<file path="src/rtl/qea_state_readout.sv">
// Reads the QEA state RAM word by word after a run and serializes every
// PE_NUM-wide word into one complex amplitude per beat on a valid/ready stream.
module qea_state_readout #(
    parameter int PE_NUM           = 4,
    parameter int PE_NUM_WIDTH     = 2,
    parameter int DATA_WIDTH       = 32,
    parameter int STATE_DATA_WIDTH = 64,
    parameter int STATE_ADDR_WIDTH = 16,
    parameter int MAX_QBIT_WIDTH   = 6,
    parameter int RAM_RD_LATENCY   = 2
) (
    input  logic                                   clk,
    input  logic                                   rst,
    input  logic                                   i_start,
    input  logic [MAX_QBIT_WIDTH-1:0]              i_qbit_num,
    output logic                                   o_busy,
    output logic                                   o_done,
    output logic                                   o_err,
    output logic [PE_NUM-1:0]                      o_state_ena,
    output logic [PE_NUM-1:0]                      o_state_wea,
    output logic [STATE_ADDR_WIDTH-1:0]            o_state_addra,
    input  logic [PE_NUM*STATE_DATA_WIDTH-1:0]     i_state_dout,
    output logic                                   o_amp_valid,
    input  logic                                   i_amp_ready,
    output logic [STATE_DATA_WIDTH-1:0]            o_amp_data,
    output logic [STATE_ADDR_WIDTH+PE_NUM_WIDTH-1:0] o_amp_index,
    output logic                                   o_amp_last
);

    localparam int CNT_W = 3;
    localparam logic [PE_NUM_WIDTH-1:0] LAST_LANE = PE_NUM_WIDTH'(PE_NUM - 1);
    localparam logic [CNT_W-1:0]        WAIT_LOAD = CNT_W'(RAM_RD_LATENCY - 1);

    typedef enum logic [2:0] {
        S_IDLE,
        S_RD,
        S_WAIT,
        S_STREAM,
        S_DONE
    } state_t;

    state_t                        state_q, state_d;
    logic [STATE_ADDR_WIDTH-1:0]   addr_q, addr_d;
    logic [STATE_ADDR_WIDTH-1:0]   last_addr_q, last_addr_d;
    logic [STATE_ADDR_WIDTH-1:0]   start_last_addr;
    logic [STATE_ADDR_WIDTH:0]     start_words;
    logic [MAX_QBIT_WIDTH-1:0]     start_shift;
    logic [PE_NUM_WIDTH-1:0]       lane_q, lane_d;
    logic [CNT_W-1:0]              cnt_q, cnt_d;
    logic                          err_q, err_d;
    logic                          err_done_q, err_done_d;
    logic                          start_ok;
    logic                          capture;
    logic [PE_NUM*STATE_DATA_WIDTH-1:0] word_q;
    logic [DATA_WIDTH-1:0]         amp_re, amp_im;

    assign start_ok = i_qbit_num >= MAX_QBIT_WIDTH'(PE_NUM_WIDTH);

    // Last word address W-1 = 2^(n-PE_NUM_WIDTH)-1, saturated to the full address space.
    always_comb begin
        start_shift     = i_qbit_num - MAX_QBIT_WIDTH'(PE_NUM_WIDTH);
        start_words     = '0;
        start_last_addr = '1;
        if (start_shift < MAX_QBIT_WIDTH'(STATE_ADDR_WIDTH)) begin
            start_words     = (STATE_ADDR_WIDTH+1)'(1) << start_shift;
            start_last_addr = STATE_ADDR_WIDTH'(start_words - (STATE_ADDR_WIDTH+1)'(1));
        end
    end

    // NOTE: every signal assigned here gets a default first, so no path can infer a latch.
    always_comb begin
        state_d     = state_q;
        addr_d      = addr_q;
        last_addr_d = last_addr_q;
        lane_d      = lane_q;
        cnt_d       = cnt_q;
        err_d       = err_q;
        err_done_d  = 1'b0;
        capture     = 1'b0;

        unique case (state_q)
            S_IDLE: begin
                if (i_start) begin
                    if (start_ok) begin
                        last_addr_d = start_last_addr;
                        addr_d      = '0;
                        err_d       = 1'b0;
                        state_d     = S_RD;
                    end else begin
                        err_d      = 1'b1;
                        err_done_d = 1'b1;
                    end
                end
            end
            S_RD: begin
                cnt_d   = WAIT_LOAD;
                state_d = S_WAIT;
            end
            S_WAIT: begin
                if (cnt_q == '0) begin
                    capture = 1'b1;
                    lane_d  = '0;
                    state_d = S_STREAM;
                end else begin
                    cnt_d = cnt_q - CNT_W'(1);
                end
            end
            S_STREAM: begin
                if (i_amp_ready) begin
                    if (lane_q != LAST_LANE) begin
                        lane_d = lane_q + PE_NUM_WIDTH'(1);
                    end else if (addr_q != last_addr_q) begin
                        addr_d  = addr_q + STATE_ADDR_WIDTH'(1);
                        state_d = S_RD;
                    end else begin
                        state_d = S_DONE;
                    end
                end
            end
            S_DONE: state_d = S_IDLE;
            default: state_d = S_IDLE;
        endcase
    end

    // NOTE: state registers use non-blocking assignments so every flop samples pre-edge values.
    always_ff @(posedge clk) begin
        if (rst) begin
            state_q     <= S_IDLE;
            addr_q      <= '0;
            last_addr_q <= '0;
            lane_q      <= '0;
            cnt_q       <= '0;
            err_q       <= 1'b0;
            err_done_q  <= 1'b0;
        end else begin
            state_q     <= state_d;
            addr_q      <= addr_d;
            last_addr_q <= last_addr_d;
            lane_q      <= lane_d;
            cnt_q       <= cnt_d;
            err_q       <= err_d;
            err_done_q  <= err_done_d;
        end
    end

    // NOTE: the word register has no reset; it is only observed in STREAM, always after a capture.
    always_ff @(posedge clk) begin
        if (capture) begin
            word_q <= i_state_dout;
        end
    end

    // Lane 0 is the most significant slice of the word; each slice is {real, imag}.
    always_comb begin
        amp_re = '0;
        amp_im = '0;
        for (int k = 0; k < PE_NUM; k++) begin
            if (lane_q == PE_NUM_WIDTH'(k)) begin
                amp_re = word_q[(PE_NUM-k)*STATE_DATA_WIDTH-1 -: DATA_WIDTH];
                amp_im = word_q[(PE_NUM-k)*STATE_DATA_WIDTH-DATA_WIDTH-1 -: DATA_WIDTH];
            end
        end
    end

    assign o_busy        = (state_q != S_IDLE);
    assign o_done        = (state_q == S_DONE) || err_done_q;
    assign o_err         = err_q;
    assign o_state_ena   = {PE_NUM{state_q == S_RD}};
    assign o_state_wea   = '0;
    assign o_state_addra = addr_q;

    assign o_amp_valid = (state_q == S_STREAM);
    assign o_amp_data  = o_amp_valid ? {amp_re, amp_im} : '0;
    assign o_amp_index = o_amp_valid ? {addr_q, lane_q} : '0;
    assign o_amp_last  = o_amp_valid && (addr_q == last_addr_q) && (lane_q == LAST_LANE);

endmodule
</file>
<file path="config.mk">
export PLATFORM = sky130hd
export DESIGN_NAME = qea_state_readout
export DESIGN_NICKNAME = d
export VERILOG_FILES = /design/src/rtl/qea_state_readout.sv
export SDC_FILE = /design/constraint.sdc
export NUM_CORES = 1
export LEC_CHECK = 0
export ABC_CLOCK_PERIOD_IN_PS = 20600
export BUFFER_PORTS_ARGS = -buffer_cell sky130_fd_sc_hd__buf_2
export CORE_MARGIN = 3
export CORE_UTILIZATION = 35
export DETAILED_ROUTE_END_ITERATION = 10
export PLACE_DENSITY = 0.67
export SLEW_MARGIN = 30
export SYNTH_ARGS = -nofsm -noshare
export SYNTH_HDL_FRONTEND = slang
export SYNTH_SLANG_ARGS = --single-unit
</file>
<file path="constraint.sdc">
create_clock -name clk -period 20.6 [get_ports clk]
set_input_delay 2.06 -clock clk [delete_from_list [all_inputs] [get_ports clk]]
set_output_delay 2.06 -clock clk [all_outputs]
set_load 0.02 [all_outputs]
</file>
==> results of run 1 <==
-- power by group through the flow --
stage	Combinational [uW]	Sequential [uW]	Clock [uW]
2_1_floorplan	137	803	0
3_3_place_gp	205	782	0
3_5_place_dp	208	785	0
4_1_cts	209	773	623
5_1_grt	235	777	644
6_report	211	771	608
-- worst max-delay path: stages, from the launching register on --
cell and delay [ns]:
sky130_fd_sc_hd__dfxtp_1 0.36, sky130_fd_sc_hd__inv_1 0.19, sky130_fd_sc_hd__ha_4 0.56, sky130_fd_sc_hd__buf_4 0.62
sky130_fd_sc_hd__a221oi_1 0.11, sky130_fd_sc_hd__nor3_1 0.42, sky130_fd_sc_hd__a21oi_1 0.07, sky130_fd_sc_hd__nor2_1 0.12
sky130_fd_sc_hd__buf_2 0.18
-- state kept, by name, indices dropped and copies added, names as in the netlist --
name	flops
last_addr_q	16
state_q	3
o_state_addra	16
err_done_q	1
cnt_q	3
lane_q	2
word_q	256
o_err	1
-- metrics by stage --
| step | power (uW) | std cells |
|---|---|---|
| after floorplan | 939.2 | 997 |
| after global placement | 986.6 | 1754 |
| after detailed placement | 992.7 | 1754 |
| after CTS | 1604 | 1817 |
| after global routing | 1656 | 1827 |
| final | 1591 | 1828 |
-- synth_stat cells, types with 3 or more instances --
library cell                 n
sky130_fd_sc_hd__buf_2       3
sky130_fd_sc_hd__inv_1      21
sky130_fd_sc_hd__ha_1       10
sky130_fd_sc_hd__nand2_1    22
sky130_fd_sc_hd__nand2b_1    5
sky130_fd_sc_hd__o21a_1      3
sky130_fd_sc_hd__nand4_1     4
sky130_fd_sc_hd__buf_4       7
sky130_fd_sc_hd__nor3_1     74
sky130_fd_sc_hd__a311oi_1    6
sky130_fd_sc_hd__a21o_1      5
sky130_fd_sc_hd__edfxtp_1  256
sky130_fd_sc_hd__xor2_1     17
sky130_fd_sc_hd__o22ai_1     3
sky130_fd_sc_hd__a31o_2      3
sky130_fd_sc_hd__nand3_1    12
sky130_fd_sc_hd__or4_1       4
sky130_fd_sc_hd__dfxtp_1    42
sky130_fd_sc_hd__a221oi_1   63
sky130_fd_sc_hd__and2_1     15
sky130_fd_sc_hd__nor2b_1    66
sky130_fd_sc_hd__nor2_1    105
sky130_fd_sc_hd__nor4_1      6
sky130_fd_sc_hd__a211oi_1   11
sky130_fd_sc_hd__a31oi_1     3
sky130_fd_sc_hd__clkbuf_1   68
sky130_fd_sc_hd__a21oi_1    93
sky130_fd_sc_hd__or3_1      13
sky130_fd_sc_hd__o21ai_0    20
-- final cells by class --
type                       instances  area share [%]
clock buffer                      43           5.807
sequential                       298           53.48
clock inverter                    20           1.310
inverter                          22          0.5179
multi-input combinational        599           22.67
tap                              455           3.570
timing repair buffer             382           12.50
antenna                            9          0.1412
-- layer usage --
metal  global-route usage (%)  vias up
met4                    7.394       10
li1                         -     4447
met5                        0        -
met1                    20.46     4473
met3                    4.975       64
met2                    29.42      382
-- worst max-delay path by stage --
stage | start | endpoint | slack, ns | depth (start not counted)
floorplan | state_q[1] | lane_q[0] | 8.46 | 7
global placement | i_qbit_num[1] | last_addr_q[10] | 15.43 | 12
detailed placement | i_qbit_num[1] | last_addr_q[14] | 15.32 | 11
CTS | lane_q[1] | o_amp_data[36] | 14.96 | 9
global route | lane_q[0] | o_amp_data[37] | 15.03 | 8
finish | lane_q[0] | o_amp_data[37] | 15.28 | 8
-- kinds of logic after synthesis --
kind of cell | Yosys count | synth area share [%]
adder cells (fa/ha/maj) | 10 | 1.003
flip-flops | 298 | 68.34
other | 1 | 0.03005
multiplexers | 1 | 0.08022
XOR/XNOR | 19 | 1.334
buffers and inverters | 100 | 3.249
AO/OA/AOI/OAI | 222 | 11.81
AND/OR/NAND/NOR | 343 | 14.15
==> flow_metrics.tcl, run 1 <==
set metrics [dict create \
    synth_ff_type "sky130_fd_sc_hd__edfxtp_1" \
    setup_slack_on_the_worst_flop_to_flop_path_ns 16.80 \
    route.final.wire_length_um 34330 \
    core_um2 34800 \
    clock_share_of_power_pct 38.2 \
    post_cts_buffers 0 \
    net-switching-power_uw 409.0 \
    ff_latch_count_synth 298 \
    fin_worst_skew_ns 0.03025 \
    crit-reg2reg-capture "o_state_addra[14]" \
    setup.worst_path.end_class "output pin" \
    maxCapViolations 0 \
    pre_cts_slack_ns 15.32 \
    biggest_area_contributors_in_the_synthesized_netlist "sky130_fd_sc_hd__edfxtp_1 (62%), sky130_fd_sc_hd__dfxtp_1 (6.7%), sky130_fd_sc_hd__a221oi_1 (4.4%)" \
    power-per-cell-area_nw_per_um2 99.78 \
    root_buffer "sky130_fd_sc_hd__clkbuf_16" \
    ir_worst_vdd_uv 76.28 \
    netlist_area_um2 12480 \
    static_leakage_uw 0.006223 \
    final_nets 1614 \
    r2r_cells 8 \
    number_of_hold_buffers_added_after_cts 0 \
    via_count_of_the_first_global_routing_pass 9235 \
    synthToLayoutAreaGrowth_pct 27.79 \
    port_buffers 372 \
    dr_total_vias 9376 \
    met3_length_um 2702 \
    multi_input_area_um2 3615 \
    drt_iter0_markers 601 \
    worst_slew_margin_rel_pct 39.27 \
    setup_violations 0 \
    layout_commonest_cell "sky130_fd_sc_hd__buf_2" \
    clkSinkCount 298 \
    holdCritPathClass "reg -> reg" \
    floorplan.rows 68 \
    combinationalPowerShare_pct 13.3 \
    post-route-min-period_ns 5.317 \
    p_sw_share_pct 25.71 \
    synth.yosys.warnings 0 \
    grt.overflow.total 0 \
    vias_per_cell 5.129 \
    hold_violation_total_from_the_final_report 0 \
    layout.cell_area.non_filler_um2 15950 \
    yosysTopAreaCell "sky130_fd_sc_hd__edfxtp_1" \
    worst-endpoint-required_ns 18.54 \
    synth.distinct_cells 55 \
    insertion_delay_ns 0.55 \
    max-clock-path-buffers 3 \
    die-height_um 194.8 \
    clock_transition_at_the_registers_of_the_reported_paths_ns 0.05 \
    i_o_pin_total 377 \
    h-tree-depth 2 \
    grt_setup_unrepaired "no" \
    worst_hold_slack_ns 0.4766 \
    drt-met1-wl_um 13140 \
    synth_seq_area_share_pct 68.34 \
    synth.top_cell.area_share_pct 61.61 \
    wire_length_of_the_first_global_routing_pass_um 51480 \
    placed_cell_area_um2 14730 \
    finalMaxSlewViolations 0 \
    crit_path_start_kind "flip-flop" \
    worst-endpoint-arrival_ns 3.26 \
    sequentialPowerShare_pct 48.5 \
    grt_util_all_layers_pct 17.27 \
    routabilityCongestion 0.8996 \
    antenna_violating_nets_post_route 0 \
    dp_hpwl_um 22770 \
    path_class "reg -> out" \
    layout.core_utilization_pct 45.82 \
    chipWidth_um 194.8 \
    crit_path_max_fanout 70 \
    drt_first_pass_iters 5 \
    drive_above_1_share_pct 32.92 \
    timing.final.ws_setup_ns 15.28 \
    timing.fmax_mhz 188.1 \
    run_status "finished clean" \
    postSynthAreaPerCell_um2 12.55 \
    synth_async_sr_flop_share_pct 0 \
    synth_enable_flop_cells 256 \
    cts_bufs_inserted 35 \
    final_critical_path_share_of_the_clock_period_pct 25.81 \
    avgRoutedWirePerCell_um 18.78 \
    routed-wl-met2_um 17500 \
    drt_drc_violations_left 0 \
    highest-signal-layer "met5" \
    worstHoldStart "o_err" \
    hold_path_depth 2 \
    mostFrequentLayoutCells "sky130_fd_sc_hd__buf_2 (372), sky130_fd_sc_hd__edfxtp_1 (256), sky130_fd_sc_hd__nor2_1 (105)" \
    layout.filler_cells 3195 \
    syn-instance-count 994 \
    grt_start_max_net_pins 185 \
    worstHoldEndpoint "o_err" \
    fp.dieArea_um2 37950 \
    cts_repair_resize_count 0 \
    setup_total_negative_slack_ns 0 \
    layout.area.seq_um2 8528 \
    antenna_violations_before_repair 13 \
    critical_path.reg2reg.startpoint "lane_q[1]" \
    initial_core_util_pct 35.86 \
    power_report.internal_total_uw 1182 \
    cts_tree "yes" \
    worst_slew_pin_slew_ns 0.9068 \
]
(Power assumes the default switching activity.)
==> run 2, diff against run 1 <==
ABC_CLOCK_PERIOD_IN_PS = 5000   (was 20600)
PLACE_DENSITY = 0.65   (was 0.67)
clock period = 5 ns   (was 20.6 ns; I/O delays follow)
==> run 2 against run 1 <==
Net effect:
- final cell count decreased by 0.27%
- core utilization is 0.43 points lower
- non-clock buffer count fell by 1
- register-to-register slack lost 15 ns
- highest routed layer unchanged
- cell area decreased by 0.93%
- combinational power increased to 4.1 times the previous value
==> flow_metrics.tcl, run 2 (synthesis gave the netlist of run 1 again) <==
set metrics [dict create \
    grt_start_max_net_pins 156 \
    setup.worst_path.end_class "output pin" \
    floorplan.rows 68 \
    layout.area.seq_um2 8529 \
    crit_path_start_kind "flip-flop" \
    power_uw 6262 \
    max_flop_register "word_q" \
    layout_commonest_cell "sky130_fd_sc_hd__buf_2" \
    die-height_um 194.8 \
    maxCapViolations 0 \
    core_um2 34800 \
    clock_transition_at_the_registers_of_the_reported_paths_ns 0.06 \
    post-route-min-period_ns 3.699 \
    antenna_violations_before_repair 15 \
    critical_path.reg2reg.startpoint "lane_q[1]" \
    cell_breakdown_of_the_critical_path "ha_4 -> buf_4 -> inv_1 -> nor3_1 -> buf_2" \
    cts_tree "yes" \
    drt_first_pass_iters 5 \
    final_nets 1609 \
    final_critical_path_share_of_the_clock_period_pct 73.98 \
    drt_iter0_markers 543 \
    port_buffers 372 \
    grt.overflow.total 0 \
    clkSinkCount 298 \
    crit_path_max_fanout 72 \
    ir_worst_vdd_uv 315.8 \
    multi_input_area_um2 3635 \
    dp_hpwl_um 22620 \
    worst-endpoint-required_ns 4.50 \
    path_class "reg -> out" \
    fin_worst_skew_ns 0.008912 \
    worst-endpoint-arrival_ns 3.20 \
    layout.cell_area.non_filler_um2 15800 \
    initial_core_util_pct 35.86 \
    r2r_cells 7 \
    root_buffer "sky130_fd_sc_hd__clkbuf_16" \
    grt_setup_unrepaired "no" \
    chipWidth_um 194.8 \
    hold_violation_total_from_the_final_report 0 \
    max-clock-path-buffers 3 \
    power-per-cell-area_nw_per_um2 396.4 \
    insertion_delay_ns 0.55 \
    endpoint "o_amp_last" \
    finalMaxSlewViolations 0 \
    cts_repair_resize_count 0 \
    synthToLayoutAreaGrowth_pct 26.59 \
    drive_above_1_share_pct 32.67 \
    cts_bufs_inserted 31 \
    h-tree-depth 1 \
    avgRoutedWirePerCell_um 18.46 \
    fp.dieArea_um2 37950 \
    largest_register_ffs 256 \
    worst_slew_margin_rel_pct 33.70 \
    route.final.wire_length_um 33660 \
    mostFrequentLayoutCells "sky130_fd_sc_hd__buf_2 (372), sky130_fd_sc_hd__edfxtp_1 (256), sky130_fd_sc_hd__nor2_1 (105)" \
    layout.filler_cells 3180 \
    layout.core_utilization_pct 45.39 \
    dr_total_vias 9247 \
    critPathSlowestCell "sky130_fd_sc_hd__buf_4" \
    routabilityCongestion 0.8833 \
    holdCritPathClass "in -> reg" \
    setup_violations 0 \
    drt_drc_violations_left 0 \
    max_stage_delay_ns 0.74 \
    post_cts_buffers 0 \
    grt_util_all_layers_pct 16.81 \
    i_o_pin_total 377 \
    static_leakage_uw 0.006121 \
    wire_length_of_the_first_global_routing_pass_um 51100 \
    run_status "finished clean" \
    worst_slew_pin_slew_ns 0.9945 \
    vias_per_cell 5.072 \
    number_of_hold_buffers_added_after_cts 0 \
    placed_cell_area_um2 14800 \
    timing.fmax_mhz 270.3 \
    crit-reg2reg-capture "o_state_addra[14]" \
    setup_slack_on_the_worst_flop_to_flop_path_ns 1.95 \
    via_count_of_the_first_global_routing_pass 9111 \
    critPathLaunch "lane_q[1]" \
    antenna_violating_nets_post_route 0 \
]
[run 2: cell count changes in the layout (fill, tap and decap cells not counted), sizes merged]
| cell | before | now |
|---|---|---|
| inv | 24 | 23 |
| clkinv | 14 | 9 |
| clkbuf | 43 | 39 |
| clkinvlp | 1 | 4 |
| buf | 382 | 381 |
| diode | 9 | 12 |
[run 2: where the power goes]
| group | internal [uW] | leakage (uW) | switching [uW] | total, uW |
|---|---|---|---|---|
| Clock | 1290 | 0.000458 | 922 | 2210 |
| Sequential | 3080 | 0.00269 | 102 | 3180 |
| Combinational | 308 | 0.00298 | 565 | 873 |
| Total | 4670 | 0.00612 | 1590 | 6260 |
[run 2: worst max-delay path: cells and delay by family (launching register included)]
family / cells / cell delay, ns
and+or+nand+nor: 1 / 0.27
DFF: 1 / 0.46
buffers and inverters: 3 / 1.19
adders and majority gates: 1 / 0.64
[run 2: how the worst min path moves through the flow]
stage | startpoint | to | cells after the start
after global placement | o_err | o_err | 2
after global routing | i_state_dout[173] | word_q[173] | 1
after detailed placement | o_err | o_err | 2
after floorplan | lane_q[1] | lane_q[1] | 2
after CTS | i_state_dout[244] | word_q[244] | 1
final | i_state_dout[110] | word_q[110] | 1
[run 2: metal layers]
metal,vias to the layer above,GRT usage (%),wire length (um)
met5,-,0,17
met4,4,4.753,676
met3,53,4.923,2752
met2,360,28.67,16950
met1,4399,20.88,13270
li1,4431,-,-
[run 2: stage by stage]
step | std cells | hold WS, ns | setup WS [ns] | setup TNS, ns
2_1_floorplan | 997 | 0.4648 | -2.749 | -554.67
5_1_grt | 1821 | 0.08302 | 1.034 | 0
3_3_place_gp | 1755 | 0.4550 | 1.411 | 0
6_report | 1823 | 0.1214 | 1.301 | 0
4_1_cts | 1811 | 0.08805 | 1.252 | 0
3_5_place_dp | 1755 | 0.4589 | 1.272 | 0
[run 2: area by class of cell]
class,count,area share (%)
Timing Repair Buffer,381,12.53
Inverter,22,0.5386
Clock inverter,17,1.030
Tap cell,455,3.604
Clock buffer,39,5.101
Multi-Input combinational cell,599,23.01
Antenna cell,12,0.1901
Sequential cell,298,54.00
==> run 3, diff against run 2 <==
ABC_CLOCK_PERIOD_IN_PS = 3800   (was 5000)
clock period = 3.8 ns   (was 5 ns; I/O delays follow)
==> run 3 against run 2 <==
Net effect:
- cell area is 1.4% higher
- wire length up 2.2%
- register-to-register slack got worse by 0.82 ns
- combinational power up 34%
- sequential cell count unchanged
- first-iteration DRC count up 7.6%
- setup slack worse by 0.57 ns
- core utilization grew 0.64 points
- via count grew 0.78%
- largest power group unchanged
- highest routed layer unchanged
==> flow_metrics.tcl, run 3 (synthesis gave the netlist of run 1 again) <==
set metrics [dict create \
    setup_slack_on_the_worst_flop_to_flop_path_ns 1.13 \
    post_cts_buffers 0 \
    finalMaxSlewViolations 0 \
    dpl.cell_count 1762 \
    setup_violations 0 \
    worst-endpoint-required_ns 3.42 \
    path_delay_family "compound AO/OA/AOI/OAI gates" \
    max-clock-path-buffers 3 \
    placed_cell_area_um2 14880 \
    worst_slew_margin_rel_pct 45.49 \
    hold_violation_total_from_the_final_report 0 \
    critPathSlowestCell "sky130_fd_sc_hd__dfxtp_1" \
    finalNonFillerCells 1837 \
    power-per-cell-area_nw_per_um2 534.5 \
    floorplan.rows 68 \
    insertion_delay_ns 0.52 \
    clock_transition_at_the_registers_of_the_reported_paths_ns 0.06 \
    drive_above_1_share_pct 33.53 \
    final_critical_path_share_of_the_clock_period_pct 80.79 \
    cts_tree "yes" \
    number_of_hold_buffers_added_after_cts 0 \
    wire_length_of_the_first_global_routing_pass_um 51770 \
    worst_hold_slack_ns 0.03273 \
    endpoint "o_amp_data[7]" \
    synthToLayoutAreaGrowth_pct 28.38 \
    critical_path.reg2reg.startpoint "state_q[0]" \
    crit_path_start_kind "flip-flop" \
    cts_repair_resize_count 0 \
    drt_first_pass_iters 5 \
    cts_bufs_inserted 34 \
    layout.cell_area.non_filler_um2 16020 \
    core_um2 34800 \
    holdCritPathClass "in -> reg" \
    power_uw 8562 \
    route.final.wire_length_um 34410 \
    post-route-min-period_ns 3.070 \
    worst-endpoint-arrival_ns 2.69 \
    vias_per_cell 5.073 \
    largest_register_ffs 256 \
    avgRoutedWirePerCell_um 18.73 \
    critPathLaunch "lane_q[0]" \
    max_flop_register "word_q" \
    path_depth 9 \
    die-height_um 194.8 \
    final_nets 1619 \
    drt_iter0_markers 584 \
    routabilityCongestion 0.8259 \
    grt_util_all_layers_pct 17.29 \
    port_buffers 372 \
    ir_worst_vdd_uv 399.2 \
    crit_path_max_fanout 63 \
    mostFrequentLayoutCells "sky130_fd_sc_hd__buf_2 (372), sky130_fd_sc_hd__edfxtp_1 (256), sky130_fd_sc_hd__nor2_1 (105)" \
    crit-reg2reg-capture "o_state_addra[15]" \
    timing.critical_path.buf_inv 3 \
    via_count_of_the_first_global_routing_pass 9302 \
    dr_total_vias 9319 \
    clkSinkCount 298 \
    path_class "reg -> out" \
    drt_drc_violations_left 0 \
    grt_setup_unrepaired "no" \
    run_status "finished clean" \
    fp.dieArea_um2 37950 \
    h-tree-depth 2 \
    dp_hpwl_um 23240 \
    max_stage_delay_ns 0.43 \
    cell_breakdown_of_the_critical_path "inv_1 -> ha_1 -> nor2b_4 -> buf_12 -> a221oi_1 -> nor3_1 -> a21oi_1 -> nor2_1 -> buf_2" \
    r2r_cells 7 \
    timing.fmax_mhz 325.8 \
    grt.overflow.total 0 \
    layout.core_utilization_pct 46.03 \
    worst_slew_pin_slew_ns 0.8177 \
    fin_worst_skew_ns 0.02471 \
    antenna_violating_nets_post_route 0 \
    antenna_violations_before_repair 17 \
    maxCapViolations 0 \
    chipWidth_um 194.8 \
    layout_commonest_cell "sky130_fd_sc_hd__buf_2" \
    grt_start_max_net_pins 130 \
    static_leakage_uw 0.006245 \
    i_o_pin_total 377 \
    root_buffer "sky130_fd_sc_hd__clkbuf_16" \
    setup.worst_path.end_class "output pin" \
    initial_core_util_pct 35.86 \
]
## run 3: changes by cell type in the layout (fill, tap and decap cells not counted), moves of 2 or more
cell	change
sky130_fd_sc_hd__clkinv_8	+2
sky130_fd_sc_hd__clkbuf_1	-2
sky130_fd_sc_hd__buf_4	+4
sky130_fd_sc_hd__buf_12	+2
sky130_fd_sc_hd__clkbuf_16	+4
sky130_fd_sc_hd__clkinv_2	+5
## run 3: layer usage
metal,vias to the layer above,wire length (um),global-route usage [%]
met5,-,39,0
met2,378,17180,29.43
met3,66,2934,5.270
li1,4456,-,-
met4,8,907,6.654
met1,4411,13350,20.63
## run 3: layout make-up
cell class / instances / area (um^2)
tap: 455 / 569.3
inverter: 22 / 85.08
antenna: 13 / 32.53
clock buffer: 42 / 912.1
fill: 3191 / 18780
clock inverter: 20 / 195.2
sequential: 298 / 8529
multi-input combinational: 599 / 3635
timing repair buffer: 388 / 2061
## run 3: worst min-delay path by stage
stage               depth (start not counted)     endpoint  slack (ns)         startpoint
finish                                      1  word_q[111]        0.03  i_state_dout[111]
global route                                1  word_q[129]       0.009  i_state_dout[129]
CTS                                         1  word_q[100]       0.003  i_state_dout[100]
detailed placement                          2        o_err        0.46              o_err
global placement                            2        o_err        0.45              o_err
floorplan                                   2    lane_q[1]        0.46          lane_q[1]
## run 3: power breakdown
group          total, uW  switching, uW  internal (uW)
logic               1170            754            418
registers           4180            135           4040
clock network       3210           1290           1920
## run 3: through the flow
step / worst slack, ns / setup TNS [ns]
finish: 0.7302 / 0
global route: 0.4906 / 0
CTS: 0.6349 / 0
detailed placement: 0.4537 / 0
global placement: 0.5429 / 0
floorplan: -3.949 / -864.27
